File: src/rtl/axi_led_pkg.sv
// rtl/axi_led_pkg.sv - register indices, response codes and lane-merge helper for axi_led_slave
package axi_led_pkg;

  localparam logic [1:0] LED_IDX     = 2'd0;
  localparam logic [1:0] BRIGHT_IDX  = 2'd1;

  localparam logic [1:0] RESP_OKAY   = 2'b00;
  localparam logic [1:0] RESP_SLVERR = 2'b10;

  // Byte-lane merge for the 16-bit register window; only lanes 0 and 1 exist.
  function automatic logic [15:0] merge_lanes(input logic [15:0] old_val,
                                              input logic [15:0] new_val,
                                              input logic [1:0]  strb);
    merge_lanes = {strb[1] ? new_val[15:8] : old_val[15:8],
                   strb[0] ? new_val[7:0]  : old_val[7:0]};
  endfunction

endpackage

File: src/rtl/led_pwm.sv
// rtl/led_pwm.sv - free-running PWM counter gating the LED register onto a registered output
module led_pwm #(
  parameter int PWM_BITS = 8
) (
  input  logic                clk,
  input  logic                resetn,
  input  logic [15:0]         led_reg,
  input  logic [PWM_BITS-1:0] bright,
  output logic [15:0]         led
);

  logic [PWM_BITS-1:0] cnt;
  logic                lit;

  // All-ones brightness means fully on, so the wrap cycle never blanks the LEDs.
  always_comb lit = (cnt < bright) || (&bright);

  // Counter wraps naturally at 2^PWM_BITS.
  always_ff @(posedge clk or negedge resetn) begin
    if (!resetn) cnt <= '0;
    else         cnt <= cnt + PWM_BITS'(1);
  end

  // Registered LED drive.
  always_ff @(posedge clk or negedge resetn) begin
    if (!resetn) led <= '0;
    else         led <= lit ? led_reg : 16'h0000;
  end

endmodule

File: src/rtl/axi_led_slave.sv
// rtl/axi_led_slave.sv - AXI4-Lite LED register responder; LED_PWM_EN adds BRIGHT register and PWM
module axi_led_slave
  import axi_led_pkg::*;
#(
  parameter int PWM_BITS = 8
) (
  input  logic        clk,
  input  logic        resetn,
  input  logic [31:0] S_AXI_AWADDR,
  input  logic        S_AXI_AWVALID,
  output logic        S_AXI_AWREADY,
  input  logic [31:0] S_AXI_WDATA,
  input  logic [3:0]  S_AXI_WSTRB,
  input  logic        S_AXI_WVALID,
  output logic        S_AXI_WREADY,
  output logic [1:0]  S_AXI_BRESP,
  output logic        S_AXI_BVALID,
  input  logic        S_AXI_BREADY,
  input  logic [31:0] S_AXI_ARADDR,
  input  logic        S_AXI_ARVALID,
  output logic        S_AXI_ARREADY,
  output logic [31:0] S_AXI_RDATA,
  output logic [1:0]  S_AXI_RRESP,
  output logic        S_AXI_RVALID,
  input  logic        S_AXI_RREADY,
  output logic [15:0] led
);

  logic [15:0] led_reg;
  logic        aw_held, w_held;
  logic [1:0]  aw_idx_q;
  logic [15:0] wdata_q;
  logic [1:0]  wstrb_q;
  logic        aw_hs, w_hs, ar_hs, b_hs, r_hs, commit;
  logic [1:0]  wr_idx, wr_strb, ar_idx;
  logic [15:0] wr_data;
  logic        wr_ok, rd_ok;
  logic [31:0] rd_data;
  logic        unused_bits;

  assign unused_bits = ^{S_AXI_AWADDR[31:4], S_AXI_AWADDR[1:0], S_AXI_ARADDR[31:4],
                         S_AXI_ARADDR[1:0], S_AXI_WDATA[31:16], S_AXI_WSTRB[3:2]};

  assign S_AXI_AWREADY = !aw_held && !S_AXI_BVALID;
  assign S_AXI_WREADY  = !w_held && !S_AXI_BVALID;
  assign S_AXI_ARREADY = !S_AXI_RVALID;

  assign aw_hs = S_AXI_AWVALID && S_AXI_AWREADY;
  assign w_hs  = S_AXI_WVALID && S_AXI_WREADY;
  assign ar_hs = S_AXI_ARVALID && S_AXI_ARREADY;
  assign b_hs  = S_AXI_BVALID && S_AXI_BREADY;
  assign r_hs  = S_AXI_RVALID && S_AXI_RREADY;

  // Held flags stay set while BVALID is up, so guard against re-committing.
  assign commit  = (aw_held || aw_hs) && (w_held || w_hs) && !S_AXI_BVALID;
  assign wr_idx  = aw_held ? aw_idx_q : S_AXI_AWADDR[3:2];
  assign wr_data = w_held ? wdata_q : S_AXI_WDATA[15:0];
  assign wr_strb = w_held ? wstrb_q : S_AXI_WSTRB[1:0];
  assign ar_idx  = S_AXI_ARADDR[3:2];

`ifdef LED_PWM_EN
  logic [PWM_BITS-1:0] bright;
`endif

  // Decode whether the write target is a mapped register.
  always_comb begin
    wr_ok = (wr_idx == LED_IDX);
`ifdef LED_PWM_EN
    if (wr_idx == BRIGHT_IDX) wr_ok = 1'b1;
`endif
  end

  // Read mux; unmapped indices return zero data.
  always_comb begin
    rd_ok   = 1'b0;
    rd_data = 32'h0;
    if (ar_idx == LED_IDX) begin
      rd_ok   = 1'b1;
      rd_data = {16'h0000, led_reg};
    end
`ifdef LED_PWM_EN
    if (ar_idx == BRIGHT_IDX) begin
      rd_ok   = 1'b1;
      rd_data = 32'(bright);
    end
`endif
  end

  // Write channel capture, commit and response.
  always_ff @(posedge clk or negedge resetn) begin
    if (!resetn) begin
      aw_held      <= 1'b0;
      w_held       <= 1'b0;
      aw_idx_q     <= 2'b00;
      wdata_q      <= 16'h0000;
      wstrb_q      <= 2'b00;
      S_AXI_BVALID <= 1'b0;
      S_AXI_BRESP  <= RESP_OKAY;
    end else begin
      if (aw_hs) begin
        aw_held  <= 1'b1;
        aw_idx_q <= S_AXI_AWADDR[3:2];
      end
      if (w_hs) begin
        w_held  <= 1'b1;
        wdata_q <= S_AXI_WDATA[15:0];
        wstrb_q <= S_AXI_WSTRB[1:0];
      end
      if (commit) begin
        S_AXI_BVALID <= 1'b1;
        S_AXI_BRESP  <= wr_ok ? RESP_OKAY : RESP_SLVERR;
      end else if (b_hs) begin
        S_AXI_BVALID <= 1'b0;
        aw_held      <= 1'b0;
        w_held       <= 1'b0;
      end
    end
  end

  // LED register update on a committed write.
  always_ff @(posedge clk or negedge resetn) begin
    if (!resetn)                              led_reg <= 16'h0000;
    else if (commit && (wr_idx == LED_IDX))   led_reg <= merge_lanes(led_reg, wr_data, wr_strb);
  end

  // Read channel: latch data and response on the AR handshake.
  always_ff @(posedge clk or negedge resetn) begin
    if (!resetn) begin
      S_AXI_RVALID <= 1'b0;
      S_AXI_RDATA  <= 32'h0;
      S_AXI_RRESP  <= RESP_OKAY;
    end else if (ar_hs) begin
      S_AXI_RVALID <= 1'b1;
      S_AXI_RDATA  <= rd_data;
      S_AXI_RRESP  <= rd_ok ? RESP_OKAY : RESP_SLVERR;
    end else if (r_hs) begin
      S_AXI_RVALID <= 1'b0;
    end
  end

`ifdef LED_PWM_EN
  // Brightness register, reset to fully on.
  always_ff @(posedge clk or negedge resetn) begin
    if (!resetn)
      bright <= '1;
    else if (commit && (wr_idx == BRIGHT_IDX))
      bright <= PWM_BITS'(merge_lanes(16'(bright), wr_data, wr_strb));
  end

  led_pwm #(.PWM_BITS(PWM_BITS)) u_led_pwm (
    .clk     (clk),
    .resetn  (resetn),
    .led_reg (led_reg),
    .bright  (bright),
    .led     (led)
  );
`else
  // Plain registered LED drive.
  always_ff @(posedge clk or negedge resetn) begin
    if (!resetn) led <= 16'h0000;
    else         led <= led_reg;
  end
`endif

endmodule

File: config.mk
export PLATFORM = sky130hd
export DESIGN_NAME = axi_led_slave
export DESIGN_NICKNAME = d
export VERILOG_FILES = /design/src/rtl/axi_led_pkg.sv /design/src/rtl/led_pwm.sv /design/src/rtl/axi_led_slave.sv
export SDC_FILE = /design/constraint.sdc
export NUM_CORES = 1
export LEC_CHECK = 0
export ABC_AREA = 1
export ABC_CLOCK_PERIOD_IN_PS = 1400
export CAP_MARGIN = 20
export CELL_PAD_IN_SITES_DETAIL_PLACEMENT = 1
export CELL_PAD_IN_SITES_GLOBAL_PLACEMENT = 1
export CORE_UTILIZATION = 28
export DETAILED_ROUTE_END_ITERATION = 8
export PLACE_DENSITY_LB_ADDON = 0.1
export SETUP_SLACK_MARGIN = 0.3
export SLEW_MARGIN = 20
export SYNTH_ARGS = -nofsm -noshare
export SYNTH_HDL_FRONTEND = slang
export SYNTH_SLANG_ARGS = --single-unit
File: constraint.sdc
create_clock -name clk -period 1.4 [get_ports clk]
set_input_delay 0.42 -clock clk [delete_from_list [all_inputs] [get_ports clk]]
set_output_delay 0.42 -clock clk [all_outputs]
set_load 0.01 [all_outputs]
==> summary.md <==
| Metric | Value |
|---|---|
| Beginning of the critical path | `S_AXI_BVALID$_DFFE_PN0P_` |
| Clock H-tree levels | `3` |
| Gate Count Post-Synth | `just under 300` |
| Worst setup path class | `reg -> out` |
| Global-route wire length before repair | `12.70 mm` |
| Register-to-Register Path Depth | `7` |
| MaxCap Viol Count | `0` |
| Avg WL per Cell | `14.16 um` |
| Hold worst-path end | `led[11]$_DFF_PN0_` |
| Final min period | `between 1500 and 2000 ps` |
| CP Capture Type | `output port` |
| CP arrival | `roughly 1100 ps` |
| Share of the synthesized area in the top cell type | `60.91%` |
| Nets | `536` |
| Maximum vdd drop | `just over 1 mV` |
| Reg power frac | `~36%` |
| CTS Root Buffer Type | `clkbuf_8` |
| Top Layer Used | `met4` |
| YS warnings | `0` |
| Num CTS Buffers | `9` |
| DRT antenna net count | `0` |
| Final number of max-transition violations | `0` |
| Metal-1 WL | `between 3 and 4 mm` |
| Peak Freq | `646.9 MHz` |
| Worst Hold Depth | `0` |
| Leak | `2.381 nW` |
| RSZ-0062 raised after global routing | `true` |
| Switch share | `36.32%` |
| Post-Synthesis Cell Area | `~3000 sq um` |
| Area Overhead vs Synth | `56.46%` |
| Post-route DRC | `0` |
| CTS tree | `yes` |
| Row count | `37` |
| R2R Path Start | `w_held$_DFF_PN0_` |
| Switching power | `3.408 mW` |
| Via count | `2,501` |
| Vias in the first global route | `between 2,000 and 2,500` |
| Dominant synthesized flop cell | `dfrtp_1` |
| Clock Latency Late Sink | `360 ps` |
| Status | `finished with violations` |
| Failing checks | `negative setup slack` |
| Min-Delay Path Class | `reg -> reg` |
| Worst R2R Setup Slack | `-20 ps` |
| Clock-pin slew of the registers on the worst-case setup and hold paths | `80 ps` |
| Core ar. | `10,420 sq um` |
| Syn avg cell area | `approximately 10 sq um` |
| Die W | `roughly 110 um` |
| Deepest clock path buffer count | `2` |
| Buffers on Ports | `67` |
| Met2 wire length | `between 3 and 4 mm` |
| Final setup margin | `-145.9 ps` |
| Post-synth EDFFs | `0` |
| GRT Util Overall | `between 10% and 20%` |
| Hold Fails Final Rpt | `0` |
| Gpl congestion | `a little over 0.7` |
| Leading post-synthesis cells by cell area | `dfrtp_1, nand2_1, o21ai_0, buf_4, a22o_1` |
| Final wirelength | `roughly 8.1 mm` |
| Met3 WL | `roughly 400 um` |
| Internal Power | `approximately 6.0 mW` |
| Final setup vio count | `17` |
| Required time worst endpoint | `980 ps` |
| Total power | `9.383 mW` |
| Hold Path Origin | `led_reg[11]$_DFFE_PN0P_` |
| Die Span Y | `106.2 um` |
| Reg2reg end | `led_reg[11]$_DFFE_PN0P_` |
| # placed instances | `506` |
| Setup Skew | `10.70 ps` |
| Async S/R FF share, synth | `100.0%` |
| Num Clock Sinks | `74` |
| Clock power frac | `20.5%` |
| Largest net degree at the start of global routing | `25` |
| ANT cells | `0` |
| Top cell type by total area after synthesis | `dfrtp_1` |
| Final Instance Count excl. Fillers | `570` |
| Post-DP HPWL | `around 4.8 mm` |
| CP Launch Type | `register` |
| Die area | `11,280 sq um` |
| Combinational share of power | `43.2%` |
| Post-synthesis sequential area ratio | `60.91%` |
| Post-synthesis cell type count | `25` |
| Max FO, Critical Path | `3` |
| Max reg flops | `32` |
| Initial antenna violation count | `0` |
| Gr ovfl total | `0` |
| Share of cells above drive strength 1 | `39.86%` |
| Starting Density | `29.19%` |
| #FFs+latches synth | `74` |
| DRT Pass-1 Iters | `3` |
| Vias per std cell | `4.388` |
| Pwr/cell area | `1972 nW/um^2` |
| Final Cycle Share | `110.4%` |
| Boundary pin count | `164` |
| DR iter-0 viols | `58` |
[cells by family after synthesis]
kind of cell | after synthesis | synth area share (%)
and+or+nand+nor | 105 | 15.64
other | 1 | 0.1233
DFF | 74 | 60.91
buffers and inverters | 58 | 10.58
AOI/OAI and AO/OA | 60 | 12.76
[area by class of cell]
| cell class | instances | area (sq um) |
|---|---|---|
| timing repair buffer | 123 | 1080 |
| multi-input combinational | 189 | 1237 |
| clock buffer | 10 | 137.6 |
| inverter | 28 | 130.1 |
| clock inverter | 6 | 95.09 |
| tap | 136 | 170.2 |
| fill | 1161 | 5659 |
| timing repair inverter | 4 | 52.55 |
| sequential | 74 | 1854 |
[synth_stat cells, types with 3 or more instances]
cell      number
nand2_1       74
inv_1         25
o21ai_2        3
buf_2          5
clkbuf_1       3
nor2_1         8
a22o_1        16
dfrtp_1       74
nand4_1       16
buf_4         19
o21ai_0       37
[worst max path at each step]
stage,slack [ps],to
6_report,-150,S_AXI_AWREADY
5_1_grt,-180,S_AXI_WREADY
4_1_cts,-160,S_AXI_WREADY
3_5_place_dp,-330,led_reg[12]$_DFFE_PN0P_
3_3_place_gp,-330,led_reg[15]$_DFFE_PN0P_
2_1_floorplan,210,led_reg[0]$_DFFE_PN0P_
[metal layers]
layer | vias up | track usage (%)
met2 | 62 | 23.98
met1 | 1212 | 18.78
met5 | - | 0
met3 | 7 | 3.801
li1 | 1220 | -
met4 | 0 | 6.548
[power groups by stage]
| stage | clock (mW) | combinational (mW) | sequential, mW |
|---|---|---|---|
| final | 1.92 | 4.05 | 3.41 |
| after global routing | 2.06 | 4.41 | 3.52 |
| after detailed placement | 0 | 3.03 | 3.42 |
| after global placement | 0 | 2.97 | 3.38 |
| after floorplan | 0 | 1.61 | 3.50 |
| after CTS | 1.99 | 3.58 | 3.36 |
[metrics by stage]
stage / setup slack, ps / setup TNS (ps) / instance area [sq um] / hold WS (ps) / utilization [%]
2_1_floorplan: 208.4 / 0 / 3194 / 124.4 / -
3_3_place_gp: -329.3 / -14070 / 3934 / 362.3 / 37.77
3_5_place_dp: -330.9 / -14490 / 3934 / 362.9 / 37.77
4_1_cts: -161.4 / -378.8 / 4469 / 413.9 / 42.91
5_1_grt: -177.3 / -2171 / 4757 / 445.6 / 45.67
6_report: -145.9 / -470.4 / 4757 / 413.9 / 45.67
[layout by cell type (no fill, tap or decap)]
master	n
nor2_2	1
nand2_4	3
o21ai_1	13
o21ai_4	3
nor2_4	6
inv_1	24
nand2_2	22
buf_12	5
o21ai_0	20
a22o_1	16
inv_4	2
nand2_8	8
conb_1	18
o22ai_1	1
dfrtp_1	72
bufbuf_16	1
inv_6	3
nand3_1	1
nor2_1	3
clkinv_4	2
buf_6	20
a21oi_2	2
inv_8	2
clkbuf_8	10
dlymetal6s2s_1	1
a21oi_4	1
nand2_1	49
o21ai_2	4
clkinv_8	3
clkdlybuf4s50_1	25
bufinv_16	2
nand3_4	2
nand4_1	16
buf_4	38
buf_2	31
dlygate4sd2_1	1
dlygate4sd3_1	1
dfrtp_2	2
[repair_timing]
item	4_1_cts	5_1_grt
gates cloned	11	1
buffers inserted	18	17
hold buffers	1	0
resized for setup	212	46
setup endpoints to repair	94	95
pin swaps	5	12
hold endpoints to repair	21	0
[worst max-delay path: stages, from the launching register on]
cell and delay, ps:
dfrtp_2 420, buf_6 140, nor2_4 100, buf_6 110
(Power assumes the default switching activity.)
